$ cat src/rtl/button_event_if.sv
// Event bus between the button event generator and the UI logic that uses it.
// The master drives the debounced button level. The slave returns the one-cycle events and the status outputs.
interface button_event_if;
   logic       boton;
   logic       press_p;
   logic       release_p;
   logic       long_p;
   logic       repeat_p;
   logic       held;
   logic [7:0] evt_cnt;

   modport master (
      output boton,
      input  press_p, release_p, long_p, repeat_p, held, evt_cnt
   );

   modport slave (
      input  boton,
      output press_p, release_p, long_p, repeat_p, held, evt_cnt
   );
endinterface

$ cat src/rtl/button_event_gen.sv
// Turns a debounced button level into one-cycle press/release/long/repeat events and counts presses.
// Optional feature macro BUTTON_REPEAT_EN: when it is defined, a long hold also produces auto-repeat pulses.
module button_event_gen #(
   parameter int CNT_W        = 24,
   parameter int LONG_TICKS   = 12500000,
   parameter int REPEAT_TICKS = 2500000
) (
   input  logic          clk,
   input  logic          rst_n,
   button_event_if.slave bus
);

   typedef enum logic [1:0] {
      ST_IDLE  = 2'd0,
      ST_PRESS = 2'd1,
      ST_LONG  = 2'd2
   } state_t;

   localparam int MAX_TICKS = (LONG_TICKS > REPEAT_TICKS) ? LONG_TICKS : REPEAT_TICKS;
   localparam logic [CNT_W-1:0] LONG_LAST = CNT_W'(LONG_TICKS - 1);

   // Illegal parameter sets stop elaboration instead of building a counter that can overflow
   if ((LONG_TICKS < 2) || (REPEAT_TICKS < 2) || ((64'd1 << CNT_W) <= 64'(MAX_TICKS))) begin : g_bad_params
      $error("button_event_gen: illegal tick parameters for CNT_W");
   end

   state_t           state_r, state_s;
   logic [CNT_W-1:0] cnt_r, cnt_s;
   logic             prev_r;
   logic             rise_s;
   logic             press_r, press_s;
   logic             release_r, release_s;
   logic             long_r, long_s;
   logic             held_r, held_s;
   logic [7:0]       evt_r, evt_s;
`ifdef BUTTON_REPEAT_EN
   localparam logic [CNT_W-1:0] REP_LAST = CNT_W'(REPEAT_TICKS - 1);
   logic             repeat_r, repeat_s;
`endif

   assign rise_s = bus.boton & ~prev_r;

   // Next-state and next-output logic; release always wins over a terminal count
   always_comb begin
      state_s   = state_r;
      cnt_s     = cnt_r;
      press_s   = 1'b0;
      release_s = 1'b0;
      long_s    = 1'b0;
      evt_s     = evt_r;
`ifdef BUTTON_REPEAT_EN
      repeat_s  = 1'b0;
`endif
      case (state_r)
         ST_IDLE: begin
            if (rise_s) begin
               state_s = ST_PRESS;
               press_s = 1'b1;
               cnt_s   = {CNT_W{1'b0}};
               evt_s   = evt_r + 8'd1;
            end else begin
               cnt_s = {CNT_W{1'b0}};
            end
         end
         ST_PRESS: begin
            if (!bus.boton) begin
               state_s   = ST_IDLE;
               release_s = 1'b1;
               cnt_s     = {CNT_W{1'b0}};
            end else if (cnt_r == LONG_LAST) begin
               state_s = ST_LONG;
               long_s  = 1'b1;
               cnt_s   = {CNT_W{1'b0}};
            end else begin
               cnt_s = cnt_r + CNT_W'(1);
            end
         end
         ST_LONG: begin
            if (!bus.boton) begin
               state_s   = ST_IDLE;
               release_s = 1'b1;
               cnt_s     = {CNT_W{1'b0}};
`ifdef BUTTON_REPEAT_EN
            end else if (cnt_r == REP_LAST) begin
               repeat_s = 1'b1;
               cnt_s    = {CNT_W{1'b0}};
            end else begin
               cnt_s = cnt_r + CNT_W'(1);
            end
`else
            end else begin
               cnt_s = {CNT_W{1'b0}};
            end
`endif
         end
         default: begin
            state_s = ST_IDLE;
            cnt_s   = {CNT_W{1'b0}};
         end
      endcase
      held_s = (state_s != ST_IDLE);
   end

   // State, counter and registered outputs; prev resets high so a button held through reset needs a release first
   always_ff @(posedge clk or negedge rst_n) begin
      if (!rst_n) begin
         state_r   <= ST_IDLE;
         cnt_r     <= {CNT_W{1'b0}};
         prev_r    <= 1'b1;
         press_r   <= 1'b0;
         release_r <= 1'b0;
         long_r    <= 1'b0;
         held_r    <= 1'b0;
         evt_r     <= 8'd0;
      end else begin
         state_r   <= state_s;
         cnt_r     <= cnt_s;
         prev_r    <= bus.boton;
         press_r   <= press_s;
         release_r <= release_s;
         long_r    <= long_s;
         held_r    <= held_s;
         evt_r     <= evt_s;
      end
   end

`ifdef BUTTON_REPEAT_EN
   // Auto-repeat pulse register
   always_ff @(posedge clk or negedge rst_n) begin
      if (!rst_n) begin
         repeat_r <= 1'b0;
      end else begin
         repeat_r <= repeat_s;
      end
   end
   assign bus.repeat_p = repeat_r;
`else
   assign bus.repeat_p = 1'b0;
`endif

   assign bus.press_p   = press_r;
   assign bus.release_p = release_r;
   assign bus.long_p    = long_r;
   assign bus.held      = held_r;
   assign bus.evt_cnt   = evt_r;

endmodule

$ cat src/flat_wrapper.sv
// flat-port wrapper written by rule: the top's interface ports become plain ports
module button_event_gen_flat 
#(
   parameter int CNT_W        = 24,
   parameter int LONG_TICKS   = 12500000,
   parameter int REPEAT_TICKS = 2500000
)
  (clk, rst_n, bus_boton, bus_press_p, bus_release_p, bus_long_p, bus_repeat_p, bus_held, bus_evt_cnt);
  button_event_if bus_i ();
  input  logic clk;
  input  logic rst_n;
  input wire logic [$bits(bus_i.boton)-1:0] bus_boton;
  output wire logic [$bits(bus_i.press_p)-1:0] bus_press_p;
  output wire logic [$bits(bus_i.release_p)-1:0] bus_release_p;
  output wire logic [$bits(bus_i.long_p)-1:0] bus_long_p;
  output wire logic [$bits(bus_i.repeat_p)-1:0] bus_repeat_p;
  output wire logic [$bits(bus_i.held)-1:0] bus_held;
  output wire logic [$bits(bus_i.evt_cnt)-1:0] bus_evt_cnt;
  assign bus_i.boton = bus_boton;
  assign bus_press_p = bus_i.press_p;
  assign bus_release_p = bus_i.release_p;
  assign bus_long_p = bus_i.long_p;
  assign bus_repeat_p = bus_i.repeat_p;
  assign bus_held = bus_i.held;
  assign bus_evt_cnt = bus_i.evt_cnt;
  button_event_gen #(.CNT_W(CNT_W), .LONG_TICKS(LONG_TICKS), .REPEAT_TICKS(REPEAT_TICKS)) u_core (.clk(clk), .rst_n(rst_n), .bus(bus_i));
endmodule
$ cat config.mk
export PLATFORM = sky130hd
export DESIGN_NAME = button_event_gen_flat
export DESIGN_NICKNAME = d
export VERILOG_FILES = /design/src/rtl/button_event_if.sv /design/src/rtl/button_event_gen.sv /design/src/flat_wrapper.sv
export SDC_FILE = /design/constraint.sdc
export NUM_CORES = 1
export LEC_CHECK = 0
export CAP_MARGIN = 10
export CORE_MARGIN = 2
export CORE_UTILIZATION = 35
export DETAILED_ROUTE_END_ITERATION = 10
export GPL_TIMING_DRIVEN = 0
export HOLD_SLACK_MARGIN = 0.02
export PLACE_DENSITY = 0.56
export SETUP_SLACK_MARGIN = 0.05
export SYNTH_ARGS = -nofsm -noshare
export SYNTH_HDL_FRONTEND = slang
export SYNTH_SLANG_ARGS = --single-unit
$ cat constraint.sdc
create_clock -name clk -period 1.9 [get_ports clk]
set_input_delay 0.38 -clock clk [delete_from_list [all_inputs] [get_ports clk]]
set_output_delay 0.38 -clock clk [all_outputs]
set_load 0.005 [all_outputs]
==> summary.md <==
| Metric | Value |
|---|---|
| Status | `completed` |
| Startpoint types | `register` |
| Synthesized cell area | `0.00190 mm^2` |
| FF-to-FF setup slack | `0.16 ns` |
| Crit path cell chain | `inv_1 > ha_1 > nand3b_1 > nor2_1 > and3_1 > nand3_1 > xnor2_1` |
| Sink Count | `39` |
| # H-tree levels | `2` |
| Die width | `77.7 um` |
| Worst Path Arrival | `1.92 ns` |
| Chip height | `77.7 um` |
| First-pass GRT wire length | `6.04 mm` |
| Seq cells post-synth | `39` |
| Psw | `564 uW` |
| I/O Buffers | `14` |
| CTS tree | `yes` |
| PwrDens | `905 mW/mm^2` |
| Synth Warn # | `0` |
| Final ANT Viol Nets | `0` |
| Post-Place Worst Slack | `-0.228 ns` |
| RSZ-0062 raised after global routing | `yes` |
| Peak Freq | `574 MHz` |
| Register area share after synthesis | `0.514` |
| Fin crit period | `1.74 ns` |
| Global placement routability congestion | `0.797` |
| DR DRC count | `0` |
| CP bufs+invs | `1` |
| Clock-pin slew on the worst setup and hold paths | `0.07 ns` |
| Final WL | `3.37 mm` |
| Reg-to-reg endpoint | `u_core.bus.evt_cnt[7]$_DFFE_PN0P_` |
| Initial Utilization | `0.367` |
| Switching Fraction | `0.273` |
| Netlist cell types | `31` |
| ANT cells | `0` |
| Share of post-route cells with drive strength above 1 | `0.118` |
| P&R area growth vs syn | `19.9%` |
| Worst hold path class | `in2async` |
| Root buf cell | `clkbuf_8` |
| Part of the power in registers | `0.486` |
| CP required | `2.08 ns` |
| Vias in the first global route | `1311` |
| TritonCTS buffer count | `5` |
| Initial antenna violation count | `0` |
| Non-Filler Instances | `274` |
| Pint | `1500 uW` |
| Clk pwr share | `0.296` |
| Final setup fails | `0` |
| Number of vias in the routed layout | `1273` |
| Clock Skew | `0.00581 ns` |
| DP Wirelength | `2.43 mm` |
| Synthesized netlist cell count | `179` |
| DR pass1 iterations | `4` |
| Maxcap violations | `0` |
| # IOs | `16` |
| DR WL/cell | `12.3 um` |
| Vias per cell | `4.65` |
| Gr usage total | `0.128` |
| Clk_lat worst skew | `0.29 ns` |
| DIE AREA | `0.00604 mm^2` |
| Row count | `26` |
| CP Capture Type | `register` |
| Max VDD drop | `0.000489 V` |
| Initial drt markers | `57` |
| Largest net degree at the start of global routing | `22` |
| Static Leak | `0.00104 uW` |
| Final core occ | `0.441` |
| Max Slew Vio Count | `0` |
| Syn_area_per_cell | `10.6 um^2` |
| Setup CP Type | `reg2reg` |
| Cells on worst reg2reg path | `7` |
| Placed Cells | `264` |
| CP max FO | `6` |
| Final Hold Fails | `0` |
| Overflow after GRT | `0` |
| Post-route clock period utilization | `0.917` |
| Setup ws final | `0.157 ns` |
| Post-synth net total | `188` |
| Slowest cell on crit path | `dfrtp_1` |
| Final nets | `212` |
| Reg2reg start | `u_core.state_r[0]$_DFF_PN0_` |
| Crit path max-delay family | `simple AND/OR/NAND/NOR gates` |
| Max clock buf depth | `2` |
| Core Box Area | `0.00517 mm^2` |
| CP max stage delay | `0.43 ns` |
| Comb pwr share | `0.218` |
==> synthesized netlist by cell type, drive strengths merged <==
cell / count / area [um^2]
dfrtp: 38 / 951
nor2: 34 / 128
xor2: 19 / 166
nand2: 16 / 60.1
nand3: 14 / 82.6
xnor2: 10 / 87.6
ha: 6 / 75.1
nand4: 6 / 52.6
and3: 5 / 31.3
inv: 5 / 18.8
and4: 4 / 35.0
a21oi: 3 / 15.0
buf: 3 / 37.5
nor3: 2 / 21.3
nor4b: 2 / 23.8
o21ai: 2 / 10.0
and2b: 1 / 7.51
and4bb: 1 / 12.5
conb: 1 / 3.75
dfstp: 1 / 26.3
nand2b: 1 / 6.26
nand3b: 1 / 7.51
nor2b: 1 / 6.26
nor3b: 1 / 18.8
o21a: 1 / 7.51
or2: 1 / 8.76
==> per-stage QoR <==
step           area, um^2  total power, uW  hold WS (ns)   TNS, ns
5_1_grt              2280             2200        0.0860  -0.00253
4_1_cts              2250             2090        0.0438         0
6_report             2280             2060        0.0374         0
3_3_place_gp         2130             1460         0.461    -22.76
2_1_floorplan        1900             1240        0.0844         0
3_5_place_dp         2150             1470         0.369    -0.617
==> per-layer routing <==
layer | vias up | global-route usage | part of all wire
li1 | 638 | - | -
met1 | 613 | 0.165 | 0.49
met2 | 15 | 0.196 | 0.47
met3 | 7 | 0.0395 | 0.025
met4 | 0 | 0.0625 | 0.021
met5 | - | 0 | 0
==> area by class of cell <==
class,instances,area [um^2]
Tap cell,70,87.6
Multi-Input combinational cell,132,878
Buffer,3,37.5
Clock buffer,8,100
Fill cell,511,2890
Inverter,5,18.8
Timing Repair Buffer,17,180
Sequential cell,39,977
==> kinds of logic after synthesis <==
logic type,Yosys count,synth area share
simple gates,90,0.264
xor+xnor,29,0.134
flops,39,0.514
buf+inv,8,0.0296
fa+ha+maj,6,0.0395
other cells,1,0.00197
compound gates,6,0.0171
==> how the worst max path moves through the flow <==
stage                                start                           endpoint  slack [ns]  cells past startpoint
3_5_place_dp                     bus_boton  u_core.bus.evt_cnt[7]$_DFFE_PN0P_       -0.23                      6
3_3_place_gp                         rst_n         u_core.cnt_r[21]$_DFF_PN0_       -0.58                      1
6_report       u_core.state_r[0]$_DFF_PN0_  u_core.bus.evt_cnt[7]$_DFFE_PN0P_        0.16                      7
4_1_cts                          bus_boton  u_core.bus.evt_cnt[7]$_DFFE_PN0P_        0.08                      6
2_1_floorplan  u_core.state_r[0]$_DFF_PN0_  u_core.bus.evt_cnt[7]$_DFFE_PN0P_        0.35                      7
5_1_grt        u_core.state_r[0]$_DFF_PN0_  u_core.bus.evt_cnt[6]$_DFFE_PN0P_      -0.003                      8
==> power by group through the flow <==
stage / sequential (uW) / clock (uW) / combinational [uW]
floorplan: 1010 / 0 / 235
global placement: 1020 / 0 / 439
detailed placement: 1020 / 0 / 448
CTS: 1000 / 636 / 450
global route: 1020 / 673 / 507
finish: 1000 / 610 / 449
==> repair_timing <==
item / CTS / global route
setup endpoints to repair: 0 / 18
setup buffers: 0 / 2
resized for setup: 0 / 4
hold buffers: 0 / 0
==> flip-flops by register name, summed over array words and instances, names as in the netlist <==
signal	cells
u_core.bus.evt_cnt	8
u_core.bus.held	1
u_core.bus.long_p	1
u_core.bus.press_p	1
u_core.bus.release_p	1
u_core.cnt_r	24
u_core.prev_r	1
u_core.state_r	2
==> layout by cell type (no fill, tap or decap), drive strengths merged <==
cell type      Yosys  final
dfrtp             38     38
nor2              34     34
xor2              19     19
nand2             16     16
nand3             14     14
clkdlybuf4s50      0     12
xnor2             10     10
clkbuf             0      8
buf                3      7
ha                 6      6
nand4              6      6
inv                5      5
and3               5      5
and4               4      4
a21oi              3      3
nor4b              2      2
o21ai              2      2
nor3               2      2
nand3b             1      1
and4bb             1      1
or2                1      1
o21a               1      1
nor3b              1      1
and2b              1      1
nand2b             1      1
nor2b              1      1
conb               1      1
dlymetal6s2s       0      1
dfstp              1      1
Note: power is estimated with default switching activity, not from simulation.
